## config.mk

```make
export PLATFORM = sky130hd
export DESIGN_NAME = flash_arbiter
export DESIGN_NICKNAME = d
export VERILOG_FILES = /design/src/rtl/flash_arb_pkg.sv /design/src/rtl/flash_arb_rr_arb2.sv /design/src/rtl/flash_arbiter.sv
export SDC_FILE = /design/constraint.sdc
export NUM_CORES = 1
export LEC_CHECK = 0
export BUFFER_PORTS_ARGS = -buffer_cell sky130_fd_sc_hd__buf_2
export CAP_MARGIN = 20
export CORE_UTILIZATION = 45
export DETAILED_ROUTE_END_ITERATION = 8
export PLACE_DENSITY = 0.75
export SYNTH_ARGS = -nofsm -noshare
export SYNTH_HDL_FRONTEND = slang
export SYNTH_SLANG_ARGS = --single-unit
```

## constraint.sdc

```tcl
create_clock -name clk -period 2.6 [get_ports clk]
set_input_delay 0.52 -clock clk [delete_from_list [all_inputs] [get_ports clk]]
set_output_delay 0.52 -clock clk [all_outputs]
set_load 0.1 [all_outputs]
```

## src/rtl/flash_arb_pkg.sv

```systemverilog
// Shared types and constants for the two-port SPI flash arbiter.
package flash_arb_pkg;

  localparam int ADDR_W_DEFAULT = 24;
  localparam int DATA_W_DEFAULT = 32;

  localparam int PORT_IF = 0;
  localparam int PORT_D  = 1;

  typedef enum logic [1:0] {
    IDLE  = 2'd0,
    ISSUE = 2'd1,
    WAIT  = 2'd2,
    RESP  = 2'd3
  } state_t;

endpackage

```

## src/rtl/flash_arb_rr_arb2.sv

```systemverilog
// Two-way round-robin picker: combinational one-hot grant, last winner registered on advance.
module flash_rr_arb2
  import flash_arb_pkg::*;
(
  input  logic       clk,
  input  logic       reset,
  input  logic [1:0] req,
  input  logic       advance,
  output logic [1:0] grant
);

  // 1 = data port won last, so fetch wins the first tie after reset
  logic last_grant;

  always_comb begin
    grant = req;
    if (req[PORT_IF] && req[PORT_D]) begin
      grant = last_grant ? 2'b01 : 2'b10;
    end
  end

  always_ff @(posedge clk or negedge reset) begin
    if (!reset) begin
      last_grant <= 1'b1;
    end else if (advance && (|grant)) begin
      last_grant <= grant[PORT_D];
    end
  end

endmodule

```

## src/rtl/flash_arbiter.sv

```systemverilog
// Round-robin sharing of one SPI flash controller between fetch and data ports.
// Command out one cycle after grant; ack one cycle after controller done; holds requests while flash_ready=0.
module flash_arbiter
  import flash_arb_pkg::*;
#(
  parameter int ADDR_W  = ADDR_W_DEFAULT,
  parameter int DATA_W  = DATA_W_DEFAULT,
  parameter int TIMEOUT = 2097152
) (
  input  logic              clk,
  input  logic              reset,
  input  logic              if_req,
  input  logic [ADDR_W-1:0] if_addr,
  output logic              if_ack,
  output logic [DATA_W-1:0] if_rdata,
  input  logic              d_req,
  input  logic              d_write,
  input  logic [ADDR_W-1:0] d_addr,
  input  logic [DATA_W-1:0] d_wdata,
  output logic              d_ack,
  output logic [DATA_W-1:0] d_rdata,
  output logic              err,
  output logic              flash_en,
  output logic              flash_write,
  output logic [ADDR_W-1:0] flash_addr,
  output logic [DATA_W-1:0] flash_data_in,
  input  logic [DATA_W-1:0] flash_data_out,
  input  logic              flash_ready,
  output logic              busy
);

  localparam int              CNT_W    = $clog2(TIMEOUT);
  localparam logic [CNT_W-1:0] CNT_LAST = CNT_W'(TIMEOUT - 1);

  state_t           state;
  state_t           state_next;
  logic [CNT_W-1:0] cnt;
  logic             port_d;
  logic [1:0]       grant;
  logic             advance;
  logic             done;
  logic             expire;

  // Requests seen during an ack pulse are ignored; arbitration waits for a clean IDLE cycle.
  assign advance = (state == IDLE) && flash_ready && (if_req || d_req) && !(if_ack || d_ack);
  assign done    = (state == WAIT) && flash_ready;
  assign expire  = ((state == ISSUE) || (state == WAIT)) && !done && (cnt == CNT_LAST);

  flash_rr_arb2 u_rr (
    .clk     (clk),
    .reset   (reset),
    .req     ({d_req, if_req}),
    .advance (advance),
    .grant   (grant)
  );

  always_ff @(posedge clk or negedge reset) begin
    if (!reset) begin
      state <= IDLE;
    end else begin
      state <= state_next;
    end
  end

  always_comb begin
    state_next = state;
    case (state)
      IDLE: begin
        if (advance) state_next = ISSUE;
      end
      ISSUE: begin
        if (expire)            state_next = IDLE;
        else if (!flash_ready) state_next = WAIT;
      end
      WAIT: begin
        if (expire)    state_next = IDLE;
        else if (done) state_next = RESP;
      end
      RESP:    state_next = IDLE;
      default: state_next = IDLE;
    endcase
  end

  always_ff @(posedge clk or negedge reset) begin
    if (!reset) begin
      if_ack        <= 1'b0;
      d_ack         <= 1'b0;
      err           <= 1'b0;
      if_rdata      <= '0;
      d_rdata       <= '0;
      flash_en      <= 1'b0;
      flash_write   <= 1'b0;
      flash_addr    <= '0;
      flash_data_in <= '0;
      busy          <= 1'b0;
      cnt           <= '0;
      port_d        <= 1'b0;
    end else begin
      if_ack   <= 1'b0;
      d_ack    <= 1'b0;
      err      <= 1'b0;
      flash_en <= (state_next == ISSUE);
      busy     <= (state_next != IDLE);

      if (advance) begin
        port_d        <= grant[PORT_D];
        flash_addr    <= grant[PORT_IF] ? if_addr : d_addr;
        flash_write   <= grant[PORT_D] & d_write;
        flash_data_in <= grant[PORT_IF] ? '0 : d_wdata;
        cnt           <= '0;
      end else if ((state == ISSUE) || (state == WAIT)) begin
        cnt <= cnt + 1'b1;
      end

      if (done) begin
        if (port_d) begin
          d_ack   <= 1'b1;
          d_rdata <= flash_write ? '0 : flash_data_out;
        end else begin
          if_ack   <= 1'b1;
          if_rdata <= flash_data_out;
        end
      end else if (expire) begin
        err <= 1'b1;
        if (port_d) begin
          d_ack   <= 1'b1;
          d_rdata <= '0;
        end else begin
          if_ack   <= 1'b1;
          if_rdata <= '0;
        end
      end
    end
  end

endmodule
```

Word level (Yosys, flattened, before mapping)
Index checks and enable logic that the tools add are counted.
{ "totals": {"elab_cells": 74, "out_inout_bits": 126, "regBits": 151, "in_bits": 118} }
{ "op_classes": {"reduce_logical": 20, "add_sub_neg": 1, "bitwise_logic": 1, "n_eq_ne": 9, "n_mux": 29} }
{ "ops": {"columns": ["operator", "n"], "rows": [
  ["32-bit two-way mux", 10],
  ["21-bit two-way mux", 2],
  ["24-bit two-way mux", 1],
  ["21-bit by 1-bit adder with 21-bit output, second input constant", 1],
  ["21-bit == test, second input constant", 1],
  ["2-bit two-way mux", 7],
  ["1-bit logical AND", 8],
  ["1-bit two-way mux", 8],
  ["2-bit inequality test, second input constant", 4],
  ["2-bit case mux with 4 select lines", 1],
  ["3-bit AND reduction", 2],
  ["2-bit nonzero test", 3],
  ["2-bit by 1-bit == test with 1-bit output, second input constant", 2],
  ["2-bit == test, second input constant", 2],
  ["1-bit logical OR", 3],
  ["1-bit zero test", 2],
  ["2-bit zero test", 1],
  ["2-bit OR reduction", 1],
  ["1-bit AND", 1]
]} }

Depth between registers and ports, before layout
{ "depth": {"word_depth": 8, "ltp_mapped": 9, "ltp_nobuf": 7} }

Modules after synthesis
Synthesis repeated with hierarchy kept, for this count alone.
{ "hier_totals": {"hier_cells": 550, "hier_area_um2": 6222.2} }
{ "modules_own_cells": {"columns": ["module", "cells_per_inst", "n_inst", "area_per_inst_um2", "seq_area_each_um2"], "rows": [
  ["flash_arbiter", 544, 1, 6165.9, 3753.6],
  ["flash_rr_arb2", 6, 1, 56.3, 26.3]
]} }

Worst setup path after synthesis
Ideal clock, no wire load.
{ "synth_timing": {"path_kind": "reg-to-reg", "from": "register cnt[0]", "to": "register if_rdata[18]", "stages_incl_launch_ff": 9, "arrival_time_ps": 1891, "setup_time_ps": 122, "synth_period_minus_slack_ps": 2013, "path_slack_ps": 587, "required_ps": 2478, "path_buffers": 2, "cell_sequence": "dfrtp_1 -> ha_1 -> and4_4 -> nand4_4 -> o41ai_2 -> nand2b_1 -> buf_2 -> buf_6 -> a22o_1"} }
{ "synth_between": {"elab_chain_cells": 4} }
{ "synth_rtl": {"columns": ["item", "line_no", "text"], "rows": [
  ["start, declared", "flash_arbiter.sv:37", "logic [CNT_W-1:0] cnt;"],
  ["start signal, assigned", "flash_arbiter.sv:112", "cnt <= cnt + 1'b1;"],
  ["21-bit == test *", "flash_arbiter.sv:47", "assign expire = ((state == ISSUE) || (state == WAIT)) && !done && (cnt == CNT_LAST);"],
  ["1-bit logical AND *", "flash_arbiter.sv:47", null],
  ["2-bit inequality test (no source line) or 2-bit nonzero test (tied branches)", null, null],
  ["3-bit AND reduction (no source line) *", null, null],
  ["end signal, assigned", "flash_arbiter.sv:121", "if_rdata <= flash_data_out;"],
  ["end, declared", "flash_arbiter.sv:15", "output logic [DATA_W-1:0] if_rdata,"]
]} }
Mark *: on every way between the ends. The rest lies on a longest branch, timed or not.
A chain may end at the register's enable or synchronous reset.

Worst setup path in the final report
{ "layout_timing": {"from": "register cnt[0]", "to": "register d_rdata[31]"} }
{ "layout_between": {"elab_chain_cells": 4} }
{ "layout_rtl": {"columns": ["item", "line_no", "text"], "rows": [
  ["21-bit == test *", "flash_arbiter.sv:47", null],
  ["1-bit logical AND *", "flash_arbiter.sv:47", null],
  ["2-bit inequality test (no source line) or 2-bit nonzero test (tied branches)", null, null],
  ["3-bit AND reduction (no source line) *", null, null],
  ["end signal, assigned", "flash_arbiter.sv:118", "d_rdata <= flash_write ? '0 : flash_data_out;"],
  ["end, declared", "flash_arbiter.sv:21", "output logic [DATA_W-1:0] d_rdata,"]
]} }
Marks and branches as above.

==> impl_metrics.toml <==
[placement]
dp_hpwl_mm = 10.69
routabilityCongestion = 0.8282
io_buffers = 243

[cts]
htreeDepth = 4
cts_buffers = 17
worstSkewPairLatency_ps = 420
cts_tree = "done"
clock-root-buffer = "clkbuf_16"
hold_buffers = 0
clockBufferDepth = 2
post-cts-setup-buffers = 0
clock_sinks = 151
cts.repair.resized = 0
clk_pin_slew_ps = 60

[detailed_routing]
drc = 0
wire_per_inst_um = 15.42
num_vias = 5060
drt-total-wl_mm = 15.00
viasPerCell = 5.200
ant_nets = 0
drt-pass1-iter-count = 4
drt_iter0_drc = 254

[synthesis]
synth-edff-count = 0
synthTopCellsByArea = "dfrtp_1, a22o_1, nand2_1"
ys_async_sr_fraction_pct = 100.0
ys_types = 35
yosysMostFrequentCell = "dfrtp_1"
yosys.area_share.adder_pct = 1.022
yosysTopAreaCell = "dfrtp_1"
synth.area.mux_share_pct = 4.087
synth_area_per_cell_um2 = 11.23
synthTopCellsByCount = "dfrtp_1, nand2_1, a22o_1"
seq_area_frac_synth_pct = 61.74
synth-seq-cells = 151
synth_area_mm2 = 0.006122
synth_top_family_by_area = "simple AND/OR/NAND/NOR gates"
synth_top_area_share_pct = 61.31
syn_inst = 545
yosysWarnings = 0
synth_compound_area_share_pct = 13.55
synth_nets = 668
synth-simple-area-share_pct = 14.43
synthXorXnorAreaFrac_pct = 2.146
synth_ff_type = "dfrtp_1"

[critical_path]
path_class = "flop to flop"
startpoint_type = "flop"
cp.required_ps = 2900
crit_path_end_kind = "flop"
crit_fanout = 33
cp.arrival_ps = 2560

[finish]
antennaDiodeCount = 0
nFillCells = 1111
drive_gt1_share_pct = 37.26
area_delta_synth_final_pct = 32.80
finalNetCount = 907

[global_route]
grt_pass1_wl_mm = 24.32
grtUsageTotal_pct = 22.14
gr-total-overflow = 0
grt_pass1_vias = 4994
antenna_found_initial = 0
grt_max_degree = 57

[timing]
slew_violations = 0
period_needed_ps = 2262
finalClockSkew_ps = 13.33
finalSetupViolCount = 0
slew_headroom_pct = 62.78
tightest_slew_ps = 558.4
finalCritPeriodShare_pct = 87.00
max_freq_mhz = 442.1
finalSetupTns_ps = 0
rsz0062_at_grt = "false"
hold_viol_final = 0

[floorplan]
dieHeight_um = 118.6
dieArea_mm2 = 0.01408
die_x_um = 118.6
rows = 42
core_area_mm2 = 0.01324
initial_utilization_pct = 46.23
ioPinCount = 244

[status]
status = "complete, no violations"

[flow_run]
drv_cap = 0

[worst_hold_path]
hold_class = "input pin to asynchronous set/reset pin"
## sequential cells by signal, indices dropped and copies added (netlist names)
name             count
port_d               1
d_rdata             32
state                2
err                  1
flash_addr          24
if_rdata            32
cnt                 21
if_ack               1
flash_write          1
u_rr.last_grant      1
busy                 1
d_ack                1
flash_data_in       32
flash_en             1
## cell families (layout without fill, tap and decap cells)
group                    Yosys count  in the layout
AO/OA/AOI/OAI                    110            110
XOR/XNOR                          15             15
adder cells (fa/ha/maj)            5              5
buffers and inverters             42            294
flip-flops                       151            151
multiplexers                      25             25
AND/OR/NAND/NOR                  197            197
## critical path: stages (launching register included)
cell and delay [ps]:
dfrtp_1 410, ha_1 280, and4_4 270, nand4_4 130, o41ai_2 420, nand2_1 90
buf_4 260, a22o_1 280
## final cells by class
cell class / instances / area [µm²] / area share, %
Sequential cell: 151 / 3780 / 46.49
Multi-Input combinational cell: 352 / 2195 / 26.99
Timing Repair Buffer: 254 / 1330 / 16.36
Clock buffer: 20 / 456.7 / 5.617
Tap cell: 176 / 220.2 / 2.709
Clock inverter: 12 / 118.9 / 1.462
Inverter: 8 / 30.03 / 0.3693
## routing by layer
layer	vias up	share of wire, %	track usage [%]
met2	199	50	36.62
met1	2452	42	27.73
li1	2388	-	-
met4	0	2.0	8.782
met5	-	0	0
met3	21	5.7	5.743
## layout by cell type, fill, tap and decap left out, drive strengths merged
master / instances
a21oi: 6
a22o: 65
a32o: 2
and2: 2
and3: 4
and4: 1
buf: 254
bufinv: 1
clkbuf: 20
clkinv: 6
clkinvlp: 2
dfrtp: 150
dfstp: 1
ha: 5
inv: 11
mux2i: 25
nand2: 105
nand2b: 2
nand3: 37
nand4: 6
nor2: 23
nor2b: 1
nor3: 7
nor3b: 1
nor4: 2
o2111a: 1
o2111ai: 2
o21ai: 33
o41ai: 1
or3: 5
or4: 1
xnor2: 9
xor2: 6
## path summary, 6_finish.rpt
| check | from | to | slack, ps | cells past startpoint |
|---|---|---|---|---|
| min | reset | flash_addr[10] | 40 | 1 |
| max in group asynchronous | reset | if_rdata[26] | 1910 | 2 |
| min reg2reg | flash_data_in[1] | flash_data_in[1] | 470 | 2 |
| max reg2reg | cnt[0] | d_rdata[31] | 340 | 7 |
| min in group clk | flash_data_out[14] | d_rdata[14] | 330 | 2 |
| max | cnt[0] | d_rdata[31] | 340 | 7 |
## through the flow
stage                     std cells  utilization (%)  instance area, µm²  hold WS [ps]  worst slack, ps
final                           973            61.39                8130         42.30            338.0
after global routing            973            61.39                8130         66.08            154.1
after CTS                       973            61.39                8130         40.62            329.0
after detailed placement        941            57.05                7555         455.0            324.1
after global placement          941            57.05                7555         443.5            379.8
after floorplan                 545                -                6122         224.4            586.7
Power is not shown: default switching activity piles up to over one toggle a cycle in this logic, so the estimate is an artifact.
